File: src/rtl/vga_bar_pkg.sv
// vga_bar_pkg
//   Shared types and constants for the VGA bar-graph history scheduler.
//   - state_t   : commit FSM encoding (IDLE / PEND / SHIFT)
//   - COORD_W   : screen coordinate width (10 bits)
//   - SAMPLE_W  : raw sample width (12 bits)
//   - V_ACTIVE_DEF / Y_BASE_DEF : default first blanking line and graph baseline
//   - bar_top() : converts a sample to a bar-top Y coordinate, saturating at 0
package vga_bar_pkg;

   localparam int COORD_W      = 10;
   localparam int SAMPLE_W     = 12;
   localparam int V_ACTIVE_DEF = 480;
   localparam int Y_BASE_DEF   = 120;

   typedef enum logic [1:0] {
      ST_IDLE  = 2'd0,
      ST_PEND  = 2'd1,
      ST_SHIFT = 2'd2
   } state_t;

   // Taller bars have smaller Y. The shifted sample is narrowed to the
   // coordinate width, then subtracted in one extra signed bit so a bar
   // taller than the baseline clamps at line 0 instead of wrapping.
   function automatic logic [COORD_W-1:0] bar_top(
      input logic [SAMPLE_W-1:0] sample,
      input logic [COORD_W-1:0]  y_base,
      input int unsigned         sh
   );
      logic signed [COORD_W:0] diff;
      diff = $signed({1'b0, y_base}) - $signed({1'b0, COORD_W'(sample >> sh)});
      return diff[COORD_W] ? '0 : diff[COORD_W-1:0];
   endfunction

endpackage

File: src/rtl/vga_bar_win.sv
// vga_bar_win
//   Window capture for the bar scheduler. Counts update ticks, tracks the
//   window peak (or an IIR-smoothed sample when VGA_BAR_IIR_EN is defined)
//   and presents the bar-top value together with a one-cycle close strobe.
//   Ports:
//     clk_sys      in   clock, rising edge
//     rst_b        in   asynchronous active-low reset
//     sample       in   raw 12-bit sample
//     sample_valid in   sample strobe
//     upd_tick     in   update tick
//     close        out  window closes this cycle (combinational)
//     close_val    out  bar-top Y for the closing window (combinational)
//   Macro VGA_BAR_IIR_EN: replaces the per-window peak with a 16-bit IIR
//   accumulator that persists across windows.
module vga_bar_win
   import vga_bar_pkg::*;
#(
   parameter int UPD_DIV  = 60,
   parameter int Y_BASE   = Y_BASE_DEF,
   parameter int SCALE_SH = 5,
   parameter int AVG_SH   = 3
) (
   input  logic                clk_sys,
   input  logic                rst_b,
   input  logic [SAMPLE_W-1:0] sample,
   input  logic                sample_valid,
   input  logic                upd_tick,
   output logic                close,
   output logic [COORD_W-1:0]  close_val
);

   localparam logic [9:0]         DIV_LAST = 10'(UPD_DIV - 1);
   localparam logic [COORD_W-1:0] Y_BASE_C = COORD_W'(Y_BASE);

   if (UPD_DIV < 1 || UPD_DIV > 1023) begin : g_bad_div
      $error("vga_bar_win: UPD_DIV out of range 1..1023");
   end
   if (AVG_SH < 0 || AVG_SH > 15) begin : g_bad_avg
      $error("vga_bar_win: AVG_SH out of range 0..15");
   end

   logic [9:0] div_cnt;

   assign close = upd_tick && (div_cnt == DIV_LAST);

   always_ff @(posedge clk_sys or negedge rst_b) begin
      if (!rst_b)
         div_cnt <= '0;
      else if (upd_tick)
         div_cnt <= close ? '0 : div_cnt + 10'd1;
   end

`ifdef VGA_BAR_IIR_EN
   // acc holds the smoothed sample scaled by 16; it is never cleared at
   // window close, so an empty window simply reports the current average.
   logic [15:0]        acc;
   logic signed [16:0] delta;

   assign delta = $signed({1'b0, sample, 4'b0000}) - $signed({1'b0, acc});

   always_ff @(posedge clk_sys or negedge rst_b) begin
      if (!rst_b)
         acc <= '0;
      else if (sample_valid)
         acc <= 16'($signed({1'b0, acc}) + (delta >>> AVG_SH));
   end

   assign close_val = bar_top(acc[15:4], Y_BASE_C, SCALE_SH);
`else
   // A sample arriving on the close cycle belongs to the next window.
   logic [SAMPLE_W-1:0] peak;

   always_ff @(posedge clk_sys or negedge rst_b) begin
      if (!rst_b)
         peak <= '0;
      else if (close)
         peak <= sample_valid ? sample : '0;
      else if (sample_valid && (sample > peak))
         peak <= sample;
   end

   assign close_val = bar_top(peak, Y_BASE_C, SCALE_SH);
`endif

endmodule

File: src/rtl/vga_bar_sched.sv
// vga_bar_sched
//   Scheduler feeding the VGA bar-graph history buffer. Decimates samples
//   into windows (vga_bar_win) and commits at most one history shift per
//   frame, only during vertical blanking, so the bars never tear.
//   Ports:
//     iVGA_CLK  in   pixel clock, rising edge
//     iRST_n    in   asynchronous active-low reset
//     iVGA_Y    in   current scan line
//     iD        in   raw 12-bit sample
//     iD_valid  in   sample strobe
//     iDupd     in   update tick
//     oShift    out  one-cycle history shift pulse, entry 0 takes oBarVal
//     oBarVal   out  bar-top Y for the new entry, held between shifts
//     oPending  out  committed value waiting for blanking
//     oOverrun  out  sticky: a window closed while a value was still pending
//   Macro VGA_BAR_IIR_EN: IIR smoothing instead of per-window peak.
//
//   state    | meaning
//   ---------+---------------------------------------------------------
//   ST_IDLE  | nothing pending
//   ST_PEND  | window value committed, waiting for an unused blanking
//   ST_SHIFT | one-cycle history shift, oBarVal carries the value
module vga_bar_sched
   import vga_bar_pkg::*;
#(
   parameter int UPD_DIV  = 60,
   parameter int V_ACTIVE = V_ACTIVE_DEF,
   parameter int Y_BASE   = Y_BASE_DEF,
   parameter int SCALE_SH = 5,
   parameter int AVG_SH   = 3
) (
   input  logic                iVGA_CLK,
   input  logic                iRST_n,
   input  logic [COORD_W-1:0]  iVGA_Y,
   input  logic [SAMPLE_W-1:0] iD,
   input  logic                iD_valid,
   input  logic                iDupd,
   output logic                oShift,
   output logic [COORD_W-1:0]  oBarVal,
   output logic                oPending,
   output logic                oOverrun
);

   localparam logic [COORD_W-1:0] V_ACTIVE_C = COORD_W'(V_ACTIVE);
   localparam logic [COORD_W-1:0] Y_BASE_C   = COORD_W'(Y_BASE);

   state_t               state;
   state_t               state_nxt;
   logic                 win_close;
   logic [COORD_W-1:0]   win_val;
   logic [COORD_W-1:0]   pend_val;
   logic [COORD_W-1:0]   bar_val;
   logic                 frame_done;
   logic                 overrun;
   logic                 blank;
   logic                 go_shift;

   vga_bar_win #(
      .UPD_DIV  (UPD_DIV),
      .Y_BASE   (Y_BASE),
      .SCALE_SH (SCALE_SH),
      .AVG_SH   (AVG_SH)
   ) u_win (
      .clk_sys      (iVGA_CLK),
      .rst_b        (iRST_n),
      .sample       (iD),
      .sample_valid (iD_valid),
      .upd_tick     (iDupd),
      .close        (win_close),
      .close_val    (win_val)
   );

   assign blank = (iVGA_Y >= V_ACTIVE_C);

   always_ff @(posedge iVGA_CLK or negedge iRST_n) begin
      if (!iRST_n)
         state <= ST_IDLE;
      else
         state <= state_nxt;
   end

   // A close arriving in PEND has priority over the shift: the newer value
   // replaces the old one and the shift follows on the next eligible cycle.
   always_comb begin
      state_nxt = state;
      go_shift  = 1'b0;
      case (state)
         ST_IDLE:  if (win_close) state_nxt = ST_PEND;
         ST_PEND:  if (!win_close && blank && !frame_done) begin
                      state_nxt = ST_SHIFT;
                      go_shift  = 1'b1;
                   end
         ST_SHIFT: state_nxt = win_close ? ST_PEND : ST_IDLE;
         default:  state_nxt = ST_IDLE;
      endcase
   end

   always_ff @(posedge iVGA_CLK or negedge iRST_n) begin
      if (!iRST_n) begin
         pend_val   <= Y_BASE_C;
         bar_val    <= Y_BASE_C;
         frame_done <= 1'b0;
         overrun    <= 1'b0;
      end else begin
         if (win_close)
            pend_val <= win_val;
         // Loaded on entry to SHIFT so oBarVal is valid alongside oShift.
         if (go_shift)
            bar_val <= pend_val;
         if (state == ST_SHIFT)
            frame_done <= 1'b1;
         else if (!blank)
            frame_done <= 1'b0;
         if ((state == ST_PEND) && win_close)
            overrun <= 1'b1;
      end
   end

   assign oShift   = (state == ST_SHIFT);
   assign oPending = (state == ST_PEND);
   assign oBarVal  = bar_val;
   assign oOverrun = overrun;

endmodule

File: config.mk
export PLATFORM = sky130hd
export DESIGN_NAME = vga_bar_sched
export DESIGN_NICKNAME = d
export VERILOG_FILES = /design/src/rtl/vga_bar_pkg.sv /design/src/rtl/vga_bar_win.sv /design/src/rtl/vga_bar_sched.sv
export SDC_FILE = /design/constraint.sdc
export NUM_CORES = 1
export LEC_CHECK = 0
export BUFFER_PORTS_ARGS = -buffer_cell sky130_fd_sc_hd__clkbuf_2
export CAP_MARGIN = 20
export CORE_MARGIN = 3
export CORE_UTILIZATION = 60
export DETAILED_ROUTE_END_ITERATION = 12
export PLACE_DENSITY = 0.84
export SLEW_MARGIN = 20
export SYNTH_ARGS = -nofsm -noshare
export SYNTH_HDL_FRONTEND = slang
export SYNTH_SLANG_ARGS = --single-unit
export TNS_END_PERCENT = 100
File: constraint.sdc
create_clock -name iVGA_CLK -period 7 [get_ports iVGA_CLK]
set_input_delay 1.05 -clock iVGA_CLK [delete_from_list [all_inputs] [get_ports iVGA_CLK]]
set_output_delay 1.05 -clock iVGA_CLK [all_outputs]
set_load 0.05 [all_outputs]
==> flow_summary.yaml, run 1 <==
run_status:
  status: "completed"
synth:
  async_reset_ff_share_pct: 100
  yosys_warnings: 0
  syn_avg_cell_area_um2: 9.82
  yosys.area.top_type: "dfrtp_1"
  synth_cell_types: 42
  ys_seq_elements: 40
  ys_top_cells_by_area: "dfrtp_1, dfstp_2, ha_1"
  ys.flop_type: "dfrtp_1"
  ys_seq_area_share_pct: 42.0
  synth_most_common_cell: "dfrtp_1"
  synth_top_area_share_pct: 33.3
  syn_inst: 245
  synth_common_cells: "dfrtp_1, inv_1, nand3_1, nand2_1, nor3_1"
  synth_edf_count: 0
  synthesis.area_mm2: 0.00241
place:
  hpwlAfterDp_mm: 3.52
  place_area_mm2: 0.00257
  io_buffers: 30
  gp_congestion: 0.794
clock_network:
  cts_buffer_depth: 2
  cts-root-buf: "clkbuf_8"
  cts_sinks: 40
  post_cts_resized: 0
  hold_buffers: 0
  cts_buffers: 5
  cts_tree: "built"
  clock_latency_ps: 290
  htreeDepth: 2
  cts_setup_buffers: 0
  clk_pin_slew_ps: 80
critical_path:
  ff2ff_setup_slack_ps: 4370
  r2r_cells: 7
  cp.required_ps: 7160
  worstSetupPathType: "primary input to flop"
  worstSetupEndpointType: "flop"
  worstPathMaxFanout: 13
  critPathArrivalTime_ps: 3110
  start_kind: "primary input"
timing:
  max_freq_ghz: 0.339
  tightest_slew_ps: 981
  skew_ps: 9.17
  fin_tns_setup_ps: 0
  slew_viol_final: 0
  setup_viol: 0
  layout_worst_path_cycle_share_pct: 42.1
  period_needed_ps: 2950
  rsz0062_at_grt: "no"
  relSlewSlack_pct: 34.6
  finalHoldViolCount: 0
detailed_routing:
  ant_nets: 0
  wl_per_cell_um: 15.9
  first_iter_violations: 146
  drt-pass1-iter-count: 4
  totalWireLength_mm: 5.07
  routed_via_density: 6.13
  drcViolationCount: 0
  vias: 1962
finish:
  antennaDiodeCount: 0
  layout-drive-gt1-share_pct: 24.6
  fillers: 293
  fin_nets: 311
  area_delta_synth_final_pct: 12.4
  finalInstanceArea_mm2: 0.00271
global_routing:
  grt_pass1_vias: 1970
  antenna_found_initial: 0
  grt_start_max_net_pins: 41
  overflow: 0
  grt_usage_pct: 23.0
  grt_pass1_wl_mm: 9.05
floorplanning:
  die_h_um: 69.3
  io_pins: 39
  start_util_pct: 63.8
  rows: 22
  die_area_mm2: 0.00481
  die_x_um: 69.3
  core_mm2: 0.00377
pwr:
  powerDensity_mw_per_mm2: 353
  leakage_uw: 0.00136
  ir_drop_mv: 0.221
worst_hold_path:
  hold_path.class: "flop to flop"
  whs_path_depth: 2
run:
  drv_cap: 0
==> flip-flops by register name, indices dropped and copies added (netlist names) <==
name           cells
state              2
u_win.div_cnt     10
pend_val           7
oOverrun           1
frame_done         1
oBarVal            7
u_win.peak        12
==> layer usage <==
layer	part of all wire, %	vias up	routed length, µm	track usage (%)
li1	-	941	-	-
met1	44	962	2220	29.6
met2	51	53	2570	39.2
met3	4.6	6	235	5.22
met4	0.93	0	47	6.07
met5	0	-	0	0
==> logic make-up (layout without fill, tap and decap cells) <==
logic type                 after synthesis  after routing  share of synthesized area (%)
buffers and inverters                   32             57                           6.60
other                                    1              3                          0.156
adders and majority gates               14             14                           7.28
AOI/OAI and AO/OA                       47             47                           15.5
and+or+nand+nor                         91             91                           20.2
muxes                                   10             10                           4.63
DFF                                     40             40                           42.0
xor gates and xnor gates                10             10                           3.64
==> metrics by stage <==
step | setup slack, ps | total power, µW | util (%) | hold slack [ps] | cells
final | 4050 | 955 | 71.7 | 482 | 320
after global routing | 3930 | 1030 | 71.7 | 518 | 320
after CTS | 4070 | 956 | 71.7 | 488 | 320
after detailed placement | 3740 | 732 | 68.2 | 452 | 312
after global placement | 3610 | 701 | 67.9 | 437 | 311
after floorplan | 4190 | 633 | - | 435 | 247
==> area by class of cell <==
class	instances	area, µm²	share of cell area, %
Sequential cell	40	1010	37.4
Multi-Input combinational cell	175	1260	46.8
Clock buffer	6	72.6	2.68
Tap cell	48	60.1	2.22
Inverter	16	60.1	2.22
Clock inverter	2	60.1	2.22
Timing Repair Buffer	33	176	6.52
==> placed cells by master (no fill, tap or decap), types with 8 or more instances in the layout <==
| master | count |
|---|---|
| dfstp_2 | 8 |
| nand3_1 | 16 |
| o21ai_0 | 11 |
| dfrtp_1 | 32 |
| nor3_1 | 14 |
| inv_1 | 16 |
| clkbuf_2 | 29 |
| nor2_1 | 10 |
| mux2_2 | 9 |
| ha_1 | 14 |
| or3_1 | 14 |
| nand2_1 | 15 |
| o2111a_1 | 12 |
==> where the power goes <==
part | leakage [µW] | internal [µW] | switching, µW
registers | 0.000477 | 304 | 61.3
logic | 0.000820 | 163 | 206
clock network | 0.0000654 | 142 | 77.4
==> worst paths after layout <==
kind                                      from       endpoint
worst max-delay path                    iD[10]  u_win.peak[7]
min in group asynchronous               iRST_n     frame_done
worst min register to register     pend_val[6]    pend_val[6]
max in group asynchronous               iRST_n     oBarVal[1]
worst min-delay path               pend_val[6]    pend_val[6]
worst max register to register  u_win.peak[11]  u_win.peak[7]
==> worst max-delay path: stages <==
cell and delay (ps):
clkbuf_2 110, ha_1 310, nand3_1 190, o41ai_4 810, buf_6 250, nor3_1 70
or3_1 340
No activity file was read; power rests on OpenSTA's default activity.
==> inputs of run 2 (changes only) <==
- CORE_UTILIZATION: 60 -> 56
- PLACE_DENSITY: 0.84 -> 0.79
- clock period: 7 -> 3.1 ns (I/O delays scaled with it)
==> flow_summary.yaml, run 2 (synthesized netlist as in run 1, its figures left out) <==
run_status:
  status: "completed"
global_routing:
  grt_pass1_wl_mm: 8.31
  grt_pass1_vias: 1797
  grt_start_max_net_pins: 41
  overflow: 0
  antenna_found_initial: 0
  grt_usage_pct: 20.5
pwr:
  p_sw_uw: 755
  p_int_uw: 1220
  powerDensity_mw_per_mm2: 727
  comb_power_share_pct: 41.3
  ir_drop_mv: 0.347
  seqPwrFrac_pct: 41.5
  total_power_uw: 1970
  power_switching_share_pct: 38.2
  leakage_uw: 0.00137
  pwr-share-clk_pct: 17.2
clock_network:
  cts_buffer_depth: 2
  htreeDepth: 2
  clk_pin_slew_ps: 80
  cts_buffers: 5
  cts_setup_buffers: 0
  hold_buffers: 0
  post_cts_resized: 0
  clock_latency_ps: 290
  cts_tree: "built"
  cts_sinks: 40
  cts-root-buf: "clkbuf_8"
finish:
  largest_reg_flops: 12
  layout-drive-gt1-share_pct: 26.4
  fin_nets: 316
  multiInputGateArea_mm2: 0.00126
  finalNonFillerCells: 327
  top_register: "u_win.peak"
  finalCoreUtilization_pct: 66.5
  fillers: 350
  area_delta_synth_final_pct: 12.9
  regArea_mm2: 0.00101
  antennaDiodeCount: 0
  final_common_cell: "dfrtp_1"
  reg_top3: "u_win.peak (12), u_win.div_cnt (10)"
  final_cell_mix: "dfrtp_1, clkbuf_2, inv_1, nand3_1, nand2_1"
floorplanning:
  rows: 23
  core_mm2: 0.00409
  die_x_um: 71.5
  die_h_um: 71.5
  io_pins: 39
  die_area_mm2: 0.00512
  start_util_pct: 58.9
timing:
  fin_tns_setup_ps: 0
  setup_viol: 0
  tightest_slew_ps: 855
  rsz0062_at_grt: "no"
  skew_ps: 3.44
  layout_worst_path_cycle_share_pct: 81.6
  finalHoldViolCount: 0
  slew_viol_final: 0
  period_needed_ps: 2530
  relSlewSlack_pct: 43.0
  holdWs_ps: 127
  max_freq_ghz: 0.395
detailed_routing:
  drcViolationCount: 0
  totalWireLength_mm: 4.73
  wl_per_cell_um: 14.5
  drt-pass1-iter-count: 4
  routed_via_density: 5.82
  first_iter_violations: 88
  ant_nets: 0
  vias: 1902
critical_path:
  worstSetupPathType: "flop to flop"
  cp.required_ps: 3280
  start_kind: "flop"
  critPathArrivalTime_ps: 2700
  worstSetupEndpointType: "flop"
  worstPathMaxFanout: 24
run:
  drv_cap: 0
worst_hold_path:
  hold_path.class: "primary input to async pin"
place:
  dpl.cell_count: 318
  io_buffers: 30
  hpwlAfterDp_mm: 3.42
  gp_congestion: 0.852
## run 2: power groups by stage
stage          logic (µW)  registers, µW  clock network, µW
4_1_cts               821            818                353
3_3_place_gp          786            822                  0
5_1_grt               940            841                372
2_1_floorplan         620            810                  0
3_5_place_dp          815            827                  0
6_report              816            819                340
## run 2: layer usage
metal / vias to the layer above / track usage (%) / part of all wire (%)
met1: 902 / 26.4 / 45
met5: - / 0 / 0
met3: 9 / 4.07 / 4.3
met2: 41 / 34.2 / 49
li1: 950 / - / -
met4: 0 / 7.52 / 1.5
## run 2: cell type report
type | count | share of cell area, %
Tap cell | 50 | 2.30
Sequential cell | 40 | 37.2
Timing Repair Buffer | 38 | 8.48
Multi-Input combinational cell | 175 | 46.6
Clock buffer | 5 | 2.53
Inverter | 16 | 2.21
Clock inverter | 3 | 0.691
## run 2: worst max-delay path, stage by stage, from the launching register on
cell      delay, ps
dfrtp_1         440
inv_1           100
ha_1            300
nand3_1         170
o41a_1          780
o2111a_1        270
or3_1           360
## run 2: metrics by stage
| stage | worst slack (ps) | instance area (µm²) |
|---|---|---|
| 5_1_grt | 402 | 2720 |
| 4_1_cts | 575 | 2690 |
| 2_1_floorplan | 876 | 2410 |
| 6_report | 571 | 2720 |
| 3_5_place_dp | 519 | 2600 |
| 3_3_place_gp | 520 | 2600 |
## run 2: path summary, 6_finish.rpt
check | start | endpoint | slack, ps | cells after the start
setup / recovery | u_win.peak[11] | u_win.peak[5] | 570 | 6
hold / removal | iRST_n | state[0] | 130 | 1
setup reg to reg | u_win.peak[11] | u_win.peak[5] | 570 | 6
hold reg to reg | u_win.div_cnt[9] | u_win.div_cnt[9] | 460 | 1
max in group asynchronous | iRST_n | u_win.peak[2] | 2490 | 2
min in group iVGA_CLK | iDupd | u_win.div_cnt[1] | 430 | 2
==> inputs of run 3 (changes only) <==
- clock period: 3.1 -> 2.4 ns (I/O delays scaled with it)
==> flow_summary.yaml, run 3 (synthesized netlist as in run 1, its figures left out) <==
run_status:
  status: "completed"
clock_network:
  htreeDepth: 2
  clock_latency_ps: 290
  cts-root-buf: "clkbuf_8"
  cts_sinks: 40
  hold_buffers: 0
  cts_buffers: 5
  cts_tree: "built"
  clk_pin_slew_ps: 80
  cts_buffer_depth: 2
pwr:
  p_sw_uw: 1010
  leakage_uw: 0.00142
  p_int_uw: 1750
  pwr-share-clk_pct: 19.5
  ir_drop_mv: 0.478
  seqPwrFrac_pct: 37.4
  powerDensity_mw_per_mm2: 987
  comb_power_share_pct: 43.0
  power_switching_share_pct: 36.6
detailed_routing:
  totalWireLength_mm: 4.88
  first_iter_violations: 118
  vias: 1965
  routed_via_density: 5.83
  drt-pass1-iter-count: 4
  drcViolationCount: 0
  wl_per_cell_um: 14.5
  ant_nets: 0
finish:
  finalCoreUtilization_pct: 68.4
  finalInstanceArea_mm2: 0.00280
  largest_reg_flops: 12
  area_delta_synth_final_pct: 16.2
  reg_top3: "u_win.peak (12), u_win.div_cnt (10)"
  final_common_cell: "dfrtp_1"
  top_register: "u_win.peak"
  layout-drive-gt1-share_pct: 28.9
  finalNonFillerCells: 337
  fin_nets: 326
  final_cell_mix: "dfrtp_1, clkbuf_2, buf_4, inv_1, nand3_1"
  antennaDiodeCount: 0
critical_path:
  r2r_cells: 9
  cp.required_ps: 2570
  r2r-end: "u_win.peak[5]"
  start_kind: "flop"
  worstPathMaxFanout: 10
  ff2ff_setup_slack_ps: 120
  worstSetupPathType: "flop to flop"
  r2r_start: "u_win.peak[2]"
  critPathArrivalTime_ps: 2450
  worstSetupEndpointType: "flop"
timing:
  slew_viol_final: 0
  max_freq_ghz: 0.439
  tightest_slew_ps: 935
  rsz0062_at_grt: "no"
  relSlewSlack_pct: 37.7
  skew_ps: 3.56
  finalHoldViolCount: 0
  period_needed_ps: 2280
  fin_tns_setup_ps: 0
  layout_worst_path_cycle_share_pct: 94.9
  setup_viol: 0
floorplanning:
  rows: 23
  core_mm2: 0.00409
  io_pins: 39
  die_h_um: 71.5
  die_area_mm2: 0.00512
  start_util_pct: 58.9
  die_x_um: 71.5
global_routing:
  overflow: 0
  grt_pass1_vias: 1892
  grt_usage_pct: 21.5
  grt_start_max_net_pins: 40
  grt_pass1_wl_mm: 8.69
  antenna_found_initial: 0
run:
  drv_cap: 0
place:
  dpl.cell_count: 329
  gp_congestion: 0.800
  io_buffers: 30
  place_area_mm2: 0.00268
  hpwlAfterDp_mm: 3.63
worst_hold_path:
  hold_path.class: "primary input to async pin"
## run 3: changes by cell type in the layout (fill, tap and decap cells not counted)
cell       previous run  this run
buf_16                1         0
bufinv_16             0         1
a211oi_2              0         1
clkinv_2              2         1
buf_4                 7        18
clkbuf_1              0         1
clkinv_4              1         0
a211oi_1              2         1
## run 3: power by group through the flow
stage	Combinational, µW	Sequential [µW]	Clock (µW)
2_1_floorplan	800	1050	0
3_3_place_gp	1120	1040	0
3_5_place_dp	1170	1050	0
4_1_cts	1180	1030	549
5_1_grt	1350	1060	585
6_report	1190	1030	539
## run 3: routing by layer
layer | global-route usage (%) | share of wire, %
met3 | 4.21 | 4.0
met4 | 5.64 | 1.0
met1 | 28.0 | 44
met2 | 36.6 | 51
met5 | 0 | 0
## run 3: what timing repair did
action,in CTS,in global routing
gates resized for setup,0,1
endpoints found under the hold margin,0,0
setup buffers,0,0
setup endpoints to repair,0,2
## run 3: worst max-delay path by stage
stage                               from             to  slack [ps]  cells past startpoint
after CTS                  u_win.peak[2]  u_win.peak[5]         130                      9
after detailed placement           iD[2]  u_win.peak[5]          40                      9
after floorplan           u_win.peak[10]  u_win.peak[6]         210                      7
after global placement             iD[2]  u_win.peak[4]          60                      9
after global routing       u_win.peak[2]  u_win.peak[5]          10                      9
final                      u_win.peak[2]  u_win.peak[5]         120                      9
## run 3: critical path, cell delays in order, from the launching register on
cell and delay, ps:
dfrtp_1 360, inv_1 50, ha_1 310, a21o_1 210, a211oi_2 220, buf_4 150
o41ai_4 60, buf_4 200, o2111a_1 240, or3_1 380
## run 3: cell type report
| type | instances | area (µm²) |
|---|---|---|
| clock buffer | 6 | 72.6 |
| clock inverter | 2 | 35.0 |
| fill | 326 | 1290 |
| inverter | 16 | 60.1 |
| multi-input combinational | 175 | 1270 |
| sequential | 40 | 1010 |
| tap | 50 | 62.6 |
| timing repair buffer | 48 | 285 |
## run 3: stage by stage
stage / power, µW / setup slack (ps) / hold WS [ps]
2_1_floorplan: 1850 / 214 / 64.4
3_3_place_gp: 2150 / 56.4 / 437
3_5_place_dp: 2220 / 39.7 / 457
4_1_cts: 2770 / 131 / 234
5_1_grt: 3000 / 11.1 / 281
6_report: 2760 / 121 / 201
